$ cat src/rtl/mips16_fetch_stage_pkg.sv
// Shared constants, types and helpers for the 16-bit MIPS instruction fetch stage.
// The opcode field is bits [15:12]; fetch halts when it equals HALT_OPCODE.
package mips16_fetch_stage_pkg;

  localparam int XLEN = 16;

  typedef logic [XLEN-1:0] word_t;

  localparam word_t      RESET_PC    = 16'h0000;
  localparam logic [3:0] HALT_OPCODE = 4'hF;
  localparam word_t      NOP_INSTR   = 16'h0000;

  typedef enum logic [1:0] {
    ST_BOOT = 2'd0,
    ST_RUN  = 2'd1,
    ST_HALT = 2'd2
  } fetch_state_t;

  function automatic logic is_halt(input word_t instr);
    return instr[15:12] == HALT_OPCODE;
  endfunction

endpackage

$ cat src/rtl/mips16_fetch_stage_if_id_reg.sv
// IF/ID pipeline register: flush beats hold, hold beats capture/retire.
// retire drops valid without touching the payload (HALT instruction consumed).
module if_id_reg
  import mips16_fetch_stage_pkg::*;
(
  input  logic              clk,
  input  logic              reset,
  input  logic              hold,
  input  logic              flush,
  input  logic              capture,
  input  logic              retire,
  input  logic [XLEN-1:0]   next_instr,
  input  logic [XLEN-1:0]   next_pc,
  input  logic [XLEN-1:0]   next_pc_inc,
  output logic              valid,
  output logic [XLEN-1:0]   instr,
  output logic [XLEN-1:0]   pc,
  output logic [XLEN-1:0]   pc_inc
);

  // NOTE: every flop here gets a reset value; decode reads these fields directly,
  // so they must never be X after reset even while valid is low.
  always_ff @(posedge clk or negedge reset) begin
    if (!reset) begin
      valid  <= 1'b0;
      instr  <= NOP_INSTR;
      pc     <= '0;
      pc_inc <= '0;
    end else if (flush) begin
      // NOTE: non-blocking assignments keep all flops updating from pre-edge values.
      valid <= 1'b0;
      instr <= NOP_INSTR;
    end else if (!hold) begin
      if (capture) begin
        valid  <= 1'b1;
        instr  <= next_instr;
        pc     <= next_pc;
        pc_inc <= next_pc_inc;
      end else if (retire) begin
        valid <= 1'b0;
      end
    end
  end

endmodule

$ cat src/rtl/mips16_fetch_stage.sv
// IF stage: PC register, next-PC selection and BOOT/RUN/HALT control.
// Drives instruction memory combinationally from pc and fills the IF/ID register.
module mips16_fetch_stage
  import mips16_fetch_stage_pkg::*;
(
  input  logic              clk,
  input  logic              reset,
  output logic [XLEN-1:0]   imem_addr,
  input  logic [XLEN-1:0]   imem_data,
  input  logic              id_ready,
  input  logic              redirect,
  input  logic [XLEN-1:0]   redirect_pc,
  output logic [XLEN-1:0]   pc,
  output logic              if_id_valid,
  output logic [XLEN-1:0]   if_id_instr,
  output logic [XLEN-1:0]   if_id_pc,
  output logic [XLEN-1:0]   if_id_pc_inc,
  output logic              halted
);

  fetch_state_t state_q, state_d;
  word_t        pc_q, pc_d;
  word_t        pc_plus1;
  logic         halted_q, halted_d;
  logic         advance, capture, retire, flush, hold;

  assign pc_plus1  = pc_q + 16'd1;
  assign advance   = !if_id_valid || id_ready;
  assign hold      = !advance;
  assign imem_addr = pc_q;
  assign pc        = pc_q;
  assign halted    = halted_q;

  always_ff @(posedge clk or negedge reset) begin
    if (!reset) begin
      state_q  <= ST_BOOT;
      pc_q     <= RESET_PC;
      halted_q <= 1'b0;
    end else begin
      state_q  <= state_d;
      pc_q     <= pc_d;
      halted_q <= halted_d;
    end
  end

  // NOTE: defaults first so every path assigns every output and no latch is inferred.
  always_comb begin
    state_d  = state_q;
    pc_d     = pc_q;
    halted_d = halted_q;
    capture  = 1'b0;
    retire   = 1'b0;
    flush    = 1'b0;
    if (redirect) begin
      // Redirect wins over stall: the stalled IF/ID entry is dead anyway.
      pc_d     = redirect_pc;
      flush    = 1'b1;
      halted_d = 1'b0;
      state_d  = ST_RUN;
    end else begin
      unique case (state_q)
        ST_BOOT: state_d = ST_RUN;
        ST_RUN: begin
          if (advance) begin
            capture = 1'b1;
            if (is_halt(imem_data)) begin
              halted_d = 1'b1;
              state_d  = ST_HALT;
            end else begin
              pc_d = pc_plus1;
            end
          end
        end
        ST_HALT: retire = id_ready;
        default: state_d = ST_BOOT;
      endcase
    end
  end

  if_id_reg u_if_id_reg (
    .clk         (clk),
    .reset       (reset),
    .hold        (hold),
    .flush       (flush),
    .capture     (capture),
    .retire      (retire),
    .next_instr  (imem_data),
    .next_pc     (pc_q),
    .next_pc_inc (pc_plus1),
    .valid       (if_id_valid),
    .instr       (if_id_instr),
    .pc          (if_id_pc),
    .pc_inc      (if_id_pc_inc)
  );

endmodule
$ cat config.mk
export PLATFORM = sky130hd
export DESIGN_NAME = mips16_fetch_stage
export DESIGN_NICKNAME = d
export VERILOG_FILES = /design/src/rtl/mips16_fetch_stage_pkg.sv /design/src/rtl/mips16_fetch_stage_if_id_reg.sv /design/src/rtl/mips16_fetch_stage.sv
export SDC_FILE = /design/constraint.sdc
export NUM_CORES = 1
export LEC_CHECK = 0
export CORE_ASPECT_RATIO = 0.6
export CORE_UTILIZATION = 40
export DETAILED_ROUTE_END_ITERATION = 6
export HOLD_SLACK_MARGIN = 0.1
export PLACE_DENSITY = 0.73
export SETUP_SLACK_MARGIN = 0.3
export SLEW_MARGIN = 40
export SYNTH_ARGS = -nofsm -noshare
export SYNTH_HDL_FRONTEND = slang
export SYNTH_SLANG_ARGS = --single-unit
$ cat constraint.sdc
create_clock -name clk -period 2.2 [get_ports clk]
set_input_delay 0.44 -clock clk [delete_from_list [all_inputs] [get_ports clk]]
set_output_delay 0.44 -clock clk [all_outputs]
set_load 0.1 [all_outputs]
==> flow_summary.toml, run 1 <==
[placement]
gp_congestion = 0.840
io_buffers = 117
pre_cts_slack_ps = 31.4
dp_hpwl_um = 5950
dpl_cell_area_sq_mm = 0.00430
dp.cells = 523

[cts]
clock_path_buffers = 2
postCtsHoldBufs = 0
clk-insertion-delay-late_ps = 330
root_buffer = "clkbuf_16"
clk_pin_slew_ps = 60
cts_tree = "done"
cts_buffers = 9
cts.sinks = 68
htree_levels = 3

[power]
p_clk_share_pct = 26.9
p_leak_nw = 2.00
p_comb_share_pct = 43.2
internal_power_mw = 2.87
ir_drop_uv = 864
p_sw_share_pct = 46.9
powerDensity_mw_per_mm2 = 1160
seq_power_share_pct = 29.9
p_sw_mw = 2.54

[grt]
grt_use_total_pct = 21.0
antenna_found_initial = 0
grt_max_degree = 69
grt_pass1_vias = 2537
grt_pass1_wl_um = 13600
grt_overflow = 0

[setup_path]
worst-setup-path-type = "register to register"
worst-path-max-fanout = 7
worstRegToRegCells = 5
arrival_ps = 2050
setup.worst_path.end_class = "register"
start_kind = "register"
cp.required_ps = 2450
r2r-start = "imem_addr[1]"
worstReg2RegEnd = "imem_addr[12]"
rrSetupSlack_ps = 390

[logic_synthesis]
ys_types = 36
yosysSeqAreaShare_pct = 52.3
synth_cells = 327
synth_area_sq_mm = 0.00325
yosysWarningCount = 0
ys_ff_latch = 68
avgSynthCellArea_sq_um = 9.94
syn_nets = 364

[timing]
setup_tns_ps = 0
min_period_ps = 1810
worst_slew_pin_slew_ps = 631
rsz0062_at_grt = "no"
max_freq_ghz = 0.553
fin_worst_skew_ps = 9.16
drv_slew = 0
timing.slew.headroom_pct = 57.9
hold_ws_ps = 130
hold_viol = 0
setup_viol = 0
final.setup.worst_slack_ps = 393
period_share_pct = 82.1

[cells_and_area]
stdcell_area_sq_mm = 0.00465
drive_gt1_share_pct = 35.4
nFillCells = 671
final_nets = 467
final_cell_mix = "buf_4, dfrtp_1, nand2_1"
antenna_cells = 0
area_growth_pct = 43.1
layout_commonest_cell = "buf_4"
final_cells = 543
ff_latch_area_sq_mm = 0.00175
multi_input_area_sq_mm = 0.00135

[worst_hold_path]
min_path_type = "primary input to asynchronous set/reset pin"

[floorplan]
num_rows = 25
dieArea_sq_mm = 0.00851
fp.dieH_um = 71.8
ios = 118
die_width_um = 118
initial_utilization_pct = 41.3
core_sq_mm = 0.00788

[detailed_routing]
vias = 2807
wl_per_cell_um = 15.9
postRouteWirelength_um = 8640
detail-route-antenna-nets = 0
drtIter0Drc = 182
route.detailed.drc = 0
dr.pass1.iters = 4
via_per_inst = 5.17

[status]
status = "finished clean"

[flow_run]
cap_violations = 0
## repair_timing
action,4_1_cts,5_1_grt
endpoints found under the setup margin,3,4
pin swaps,0,1
resized for setup,2,3
buffers inserted,2,2
## critical path, stage by stage (launching register included)
cell and delay (ps):
dfrtp_4 480, ha_4 180, and4_4 270, nand2_1 140, or4_1 490, a31oi_1 170
## state kept, by name (all words and copies together) (netlist names)
name                count
halted                  1
u_if_id_reg.pc         16
imem_addr              16
u_if_id_reg.pc_inc     16
state_q                 2
u_if_id_reg.instr      16
u_if_id_reg.valid       1
## Yosys cell counts
| cell | n | area (sq um) |
|---|---|---|
| nor4_1 | 3 | 18.8 |
| nand2_1 | 47 | 176 |
| nand4_2 | 1 | 12.5 |
| o31ai_1 | 7 | 52.6 |
| nand3_2 | 2 | 20.0 |
| or2_2 | 1 | 6.26 |
| clkbuf_2 | 1 | 5.00 |
| xnor2_1 | 8 | 70.1 |
| xor2_1 | 8 | 70.1 |
| nor2b_1 | 2 | 12.5 |
| nand2b_1 | 3 | 18.8 |
| nand3_1 | 8 | 40.0 |
| buf_2 | 3 | 15.0 |
| nand4_1 | 6 | 37.5 |
| or3_1 | 5 | 31.3 |
| clkbuf_1 | 14 | 52.6 |
| or4_1 | 9 | 67.6 |
| inv_1 | 5 | 18.8 |
| o211ai_1 | 3 | 22.5 |
| nor2_1 | 25 | 93.8 |
| mux2_2 | 16 | 180 |
| mux2i_1 | 1 | 10.0 |
| nor3_2 | 1 | 10.0 |
| dfrtp_1 | 68 | 1700 |
| o221a_2 | 1 | 11.3 |
| or3_4 | 1 | 11.3 |
| a31oi_1 | 10 | 62.6 |
| and4_1 | 2 | 17.5 |
| and4_2 | 1 | 10.0 |
| o21ai_0 | 9 | 45.0 |
| a21oi_1 | 32 | 160 |
| ha_1 | 1 | 12.5 |
| buf_4 | 19 | 143 |
| and3_1 | 2 | 12.5 |
| mux2_1 | 1 | 11.3 |
| buf_6 | 1 | 11.3 |
## routing by layer
layer	wire length [um]	GRT usage, %	vias up
li1	-	-	1332
met1	4330	32.4	1354
met2	3530	27.2	112
met3	689	6.77	9
met4	93	6.89	0
met5	0	0	-
## per-stage QoR
stage / utilization, % / total power [mW]
2_1_floorplan: - / 3.46
3_3_place_gp: 54.5 / 3.94
3_5_place_dp: 54.5 / 3.95
4_1_cts: 58.6 / 5.44
5_1_grt: 59.0 / 5.59
6_report: 59.0 / 5.41
## power groups by stage
stage	logic (mW)	registers [mW]	clock network (mW)
finish	2.34	1.62	1.45
global route	2.41	1.65	1.53
CTS	2.34	1.61	1.49
detailed placement	2.32	1.63	0
global placement	2.31	1.63	0
floorplan	0.615	2.84	0
## cell families (layout without fill, tap and decap cells)
family | Yosys count | after routing | share of synthesized area [%]
and+or+nand+nor | 119 | 119 | 18.4
AOI/OAI and AO/OA | 62 | 62 | 10.9
adders and majority gates | 1 | 1 | 0.385
buffers and inverters | 43 | 151 | 7.54
muxes | 18 | 18 | 6.19
DFF | 68 | 68 | 52.3
xor gates and xnor gates | 16 | 16 | 4.31
## worst max path at each step
stage                            start             to  slack (ps)  depth (start not counted)
final                     imem_addr[1]  imem_addr[12]         390                          5
after global routing      imem_addr[3]  imem_addr[15]         320                          4
after CTS                 imem_addr[1]  imem_addr[12]         310                          5
after detailed placement      id_ready  imem_addr[11]          30                          6
after global placement        id_ready  imem_addr[15]          40                          6
after floorplan           imem_addr[2]  imem_addr[11]         190                          6
## area by class of cell
class | count | share of cell area [%]
inverter | 5 | 0.403
timing repair buffer | 130 | 23.5
sequential | 68 | 37.6
clock inverter | 5 | 1.08
clock buffer | 11 | 5.43
tap | 108 | 2.90
multi-input combinational | 216 | 29.1
Note: power is estimated with default switching activity, not from simulation.
==> run 2: changes to the inputs <==
--- a/config.mk
+++ b/config.mk
@@ -9,7 +9,7 @@
 export CORE_UTILIZATION = 40
 export DETAILED_ROUTE_END_ITERATION = 6
 export HOLD_SLACK_MARGIN = 0.1
-export PLACE_DENSITY = 0.73
+export PLACE_DENSITY = 0.76
 export SETUP_SLACK_MARGIN = 0.3
 export SLEW_MARGIN = 40
 export SYNTH_ARGS = -nofsm -noshare
==> constraint.sdc (replaced) <==
create_clock -name clk -period 1.5 [get_ports clk]
set_input_delay 0.3 -clock clk [delete_from_list [all_inputs] [get_ports clk]]
set_output_delay 0.3 -clock clk [all_outputs]
set_load 0.1 [all_outputs]
==> flow_summary.toml, run 2 <==
[placement]
pre_cts_slack_ps = -606
dp_hpwl_um = 7550
gp_congestion = 0.898
io_buffers = 117

[logic_synthesis]
synth_edf_count = 0
yosysWarningCount = 0
synth_top_area_share_pct = 52.3
ys_types = 36
yosys-top-cells-count = "dfrtp_1, nand2_1, a21oi_1"
synth_area_sq_mm = 0.00325
yosysMostFrequentCell = "dfrtp_1"
synth_flop_cell = "dfrtp_1"
synth_cells = 327
ys_ff_latch = 68
synth_area_leaders = "dfrtp_1, mux2_2, nand2_1"
avgSynthCellArea_sq_um = 9.94
synth_top_cell_by_area = "dfrtp_1"
syn_nets = 364
yosysSeqAreaShare_pct = 52.3
ys_async_sr_fraction_pct = 100

[cts]
cts.sinks = 68
clock_path_buffers = 2
cts_buffers = 9
root_buffer = "clkbuf_16"
htree_levels = 3

[status]
haltStage = "5_1_grt"
error = "[ERROR DPL-0038] Utilization greater than 100%, impossible to legalize"
status = "stopped before the end"

[floorplan]
initial_utilization_pct = 41.3
num_rows = 25
ios = 118
fp.dieH_um = 71.8
die_width_um = 118

[timing]
grt-worst-endpoint = "imem_addr[11]$_DFFE_PN0P_/D"
worst-ep-kind = "register input"

[grt]
grt_max_degree = 69
run 2: cell counts after synthesis:
No cell type changed its count.
run 2: per-stage QoR:
step           cells  area [sq um]  setup TNS [ps]  util (%)
2_1_floorplan    327          3590          -12160         -
3_3_place_gp     566          5810          -15490      73.7
3_5_place_dp     566          5810          -18020      73.7
4_1_cts          646          7090           -4390      90.0
run 2: timing repair:
| item | 4_1_cts |
|---|---|
| hold buffers | 1 |
| setup endpoints to repair | 149 |
| buffers inserted | 55 |
| pin swaps | 26 |
| gates resized for setup | 98 |
| hold endpoints to repair | 68 |
| cloned | 8 |
run 2: logic make-up after synthesis:
family	synth area share [%]
multiplexers	6.19
XOR/XNOR	4.31
buffers and inverters	7.54
AO/OA/AOI/OAI	10.9
flip-flops	52.3
adder cells (fa/ha/maj)	0.385
AND/OR/NAND/NOR	18.4
==> run 3: changes to the inputs <==
--- a/config.mk
+++ b/config.mk
@@ -5,12 +5,9 @@
 export SDC_FILE = /design/constraint.sdc
 export NUM_CORES = 1
 export LEC_CHECK = 0
-export CORE_ASPECT_RATIO = 0.6
-export CORE_UTILIZATION = 40
+export CORE_UTILIZATION = 25
 export DETAILED_ROUTE_END_ITERATION = 6
-export HOLD_SLACK_MARGIN = 0.1
-export PLACE_DENSITY = 0.76
-export SETUP_SLACK_MARGIN = 0.3
+export PLACE_DENSITY_LB_ADDON = 0.15
 export SLEW_MARGIN = 40
 export SYNTH_ARGS = -nofsm -noshare
 export SYNTH_HDL_FRONTEND = slang
==> constraint.sdc (replaced) <==
create_clock -name clk -period 1.95 [get_ports clk]
set_input_delay 0.39 -clock clk [delete_from_list [all_inputs] [get_ports clk]]
set_output_delay 0.39 -clock clk [all_outputs]
set_load 0.1 [all_outputs]
==> flow_summary.toml, run 3 (synthesized netlist as in run 1, its figures left out) <==
[placement]
io_buffers = 117
dpl_cell_area_sq_mm = 0.00494
dp_hpwl_um = 6610
gp_congestion = 0.805

[worst_hold_path]
min_path_type = "primary input to asynchronous set/reset pin"

[grt]
grt_pass1_vias = 2850
gr-usage-met1_pct = 16.6
grt_overflow = 0
grt_pass1_wl_um = 14700
grt_use_total_pct = 14.4
grt_use_met2_pct = 24.6
grt-busiest-layer = "met2"
antenna_found_initial = 1
grt_max_degree = 45
use_met3_pct = 5.44

[status]
status = "finished clean"

[detailed_routing]
drtIter0Drc = 90
route.detailed.drc = 0
detail-route-antenna-nets = 0
dr.pass1.iters = 4
vias = 2804
via_per_inst = 4.51
postRouteWirelength_um = 9000
wl_per_cell_um = 14.5

[setup_path]
rrSetupSlack_ps = 150
r2r-start = "imem_addr[0]"
setup.worst_path.end_class = "register"
worstReg2RegEnd = "imem_addr[12]"
path_cells = "ha_1, and4_1, nand2_1, or4_1, a31oi_1"
slowest_delay_ps = 480
cp.required_ps = 2200
worstRegToRegCells = 5
start_kind = "register"
cp_slowest_cell = "or4_1"
arrival_ps = 2050
worst-setup-path-type = "register to register"
worst-path-max-fanout = 5

[timing]
rsz0062_at_grt = "no"
period_share_pct = 92.5
setup_tns_ps = 0
timing.slew.headroom_pct = 58.6
worst_slew_pin_slew_ps = 620
max_freq_ghz = 0.554
drv_slew = 0
hold_viol = 0
setup_viol = 0
min_period_ps = 1800
hold_ws_ps = 506
fin_worst_skew_ps = 7.13

[cts]
root_buffer = "clkbuf_16"
clock_path_buffers = 2
htree_levels = 3
cts_tree = "done"
clk_pin_slew_ps = 60
cts.sinks = 68
postCtsSetupBuffers = 0
clk-insertion-delay-late_ps = 340
ctsResizeCount = 0
cts_buffers = 9

[floorplan]
ios = 118
initial_utilization_pct = 25.7
die_width_um = 116
fp.dieH_um = 116
num_rows = 41
dieArea_sq_mm = 0.0135
core_sq_mm = 0.0127

[cells_and_area]
antenna_cells = 0
drive_gt1_share_pct = 35.8
layout_commonest_cell = "buf_4"
area_growth_pct = 60.3
stdcell_area_sq_mm = 0.00521
fin_util_pct = 41.1
final_nets = 482
final_cell_mix = "buf_4, dfrtp_1, nand2_1"

[power]
powerDensity_mw_per_mm2 = 1190
ir_drop_uv = 472
p_total_mw = 6.19
p_leak_nw = 2.20

[flow_run]
cap_violations = 0
==> run 3: layout make-up <==
class                   count  area (sq um)
clock buffers              14           254
flip-flops and latches     68          1750
well taps                 172           215
inverters                   5          18.8
clock inverters             2          10.0
fillers                  1247          7460
repair buffers            145          1640
multi-input cells         216          1330
==> run 3: how the worst max path moves through the flow <==
stage	startpoint	endpoint	slack (ps)	cells after the start
5_1_grt	imem_addr[1]	imem_addr[12]	10	5
3_5_place_dp	id_ready	imem_addr[12]	-110	6
6_report	imem_addr[0]	imem_addr[12]	150	5
2_1_floorplan	imem_addr[2]	imem_addr[11]	-60	6
4_1_cts	imem_addr[0]	imem_addr[12]	140	5
3_3_place_gp	id_ready	u_if_id_reg.instr[15]	-170	5
==> run 3: worst max-delay path: cells and delay by family, from the launching register on <==
family | cells | cell delay, ps
compound gates | 1 | 170
fa+ha+maj | 1 | 170
flops | 1 | 440
simple gates | 3 | 940
==> run 3: layer usage <==
metal,wire length [um],vias to the layer above
li1,-,1360
met1,3860,1345
met2,4320,86
met3,696,11
met4,108,2
met5,12,-
==> run 3: per-stage QoR <==
| stage | setup WS, ps | cells |
|---|---|---|
| floorplan | -63.4 | 327 |
| global placement | -165 | 605 |
| detailed placement | -112 | 605 |
| CTS | 140 | 622 |
| global route | 13.0 | 622 |
| finish | 145 | 622 |
==> run 3: where the power goes <==
group	leakage (nW)	total (mW)	internal [mW]	switching, mW
registers	0.793	1.80	1.62	0.178
clock network	0.131	1.48	0.893	0.587
logic	1.28	2.91	0.782	2.12
==> run 3: what timing repair did <==
item                                    CTS  global route
endpoints found under the setup margin    0             0
hold buffers                              1             0
hold endpoints to repair                 24             0
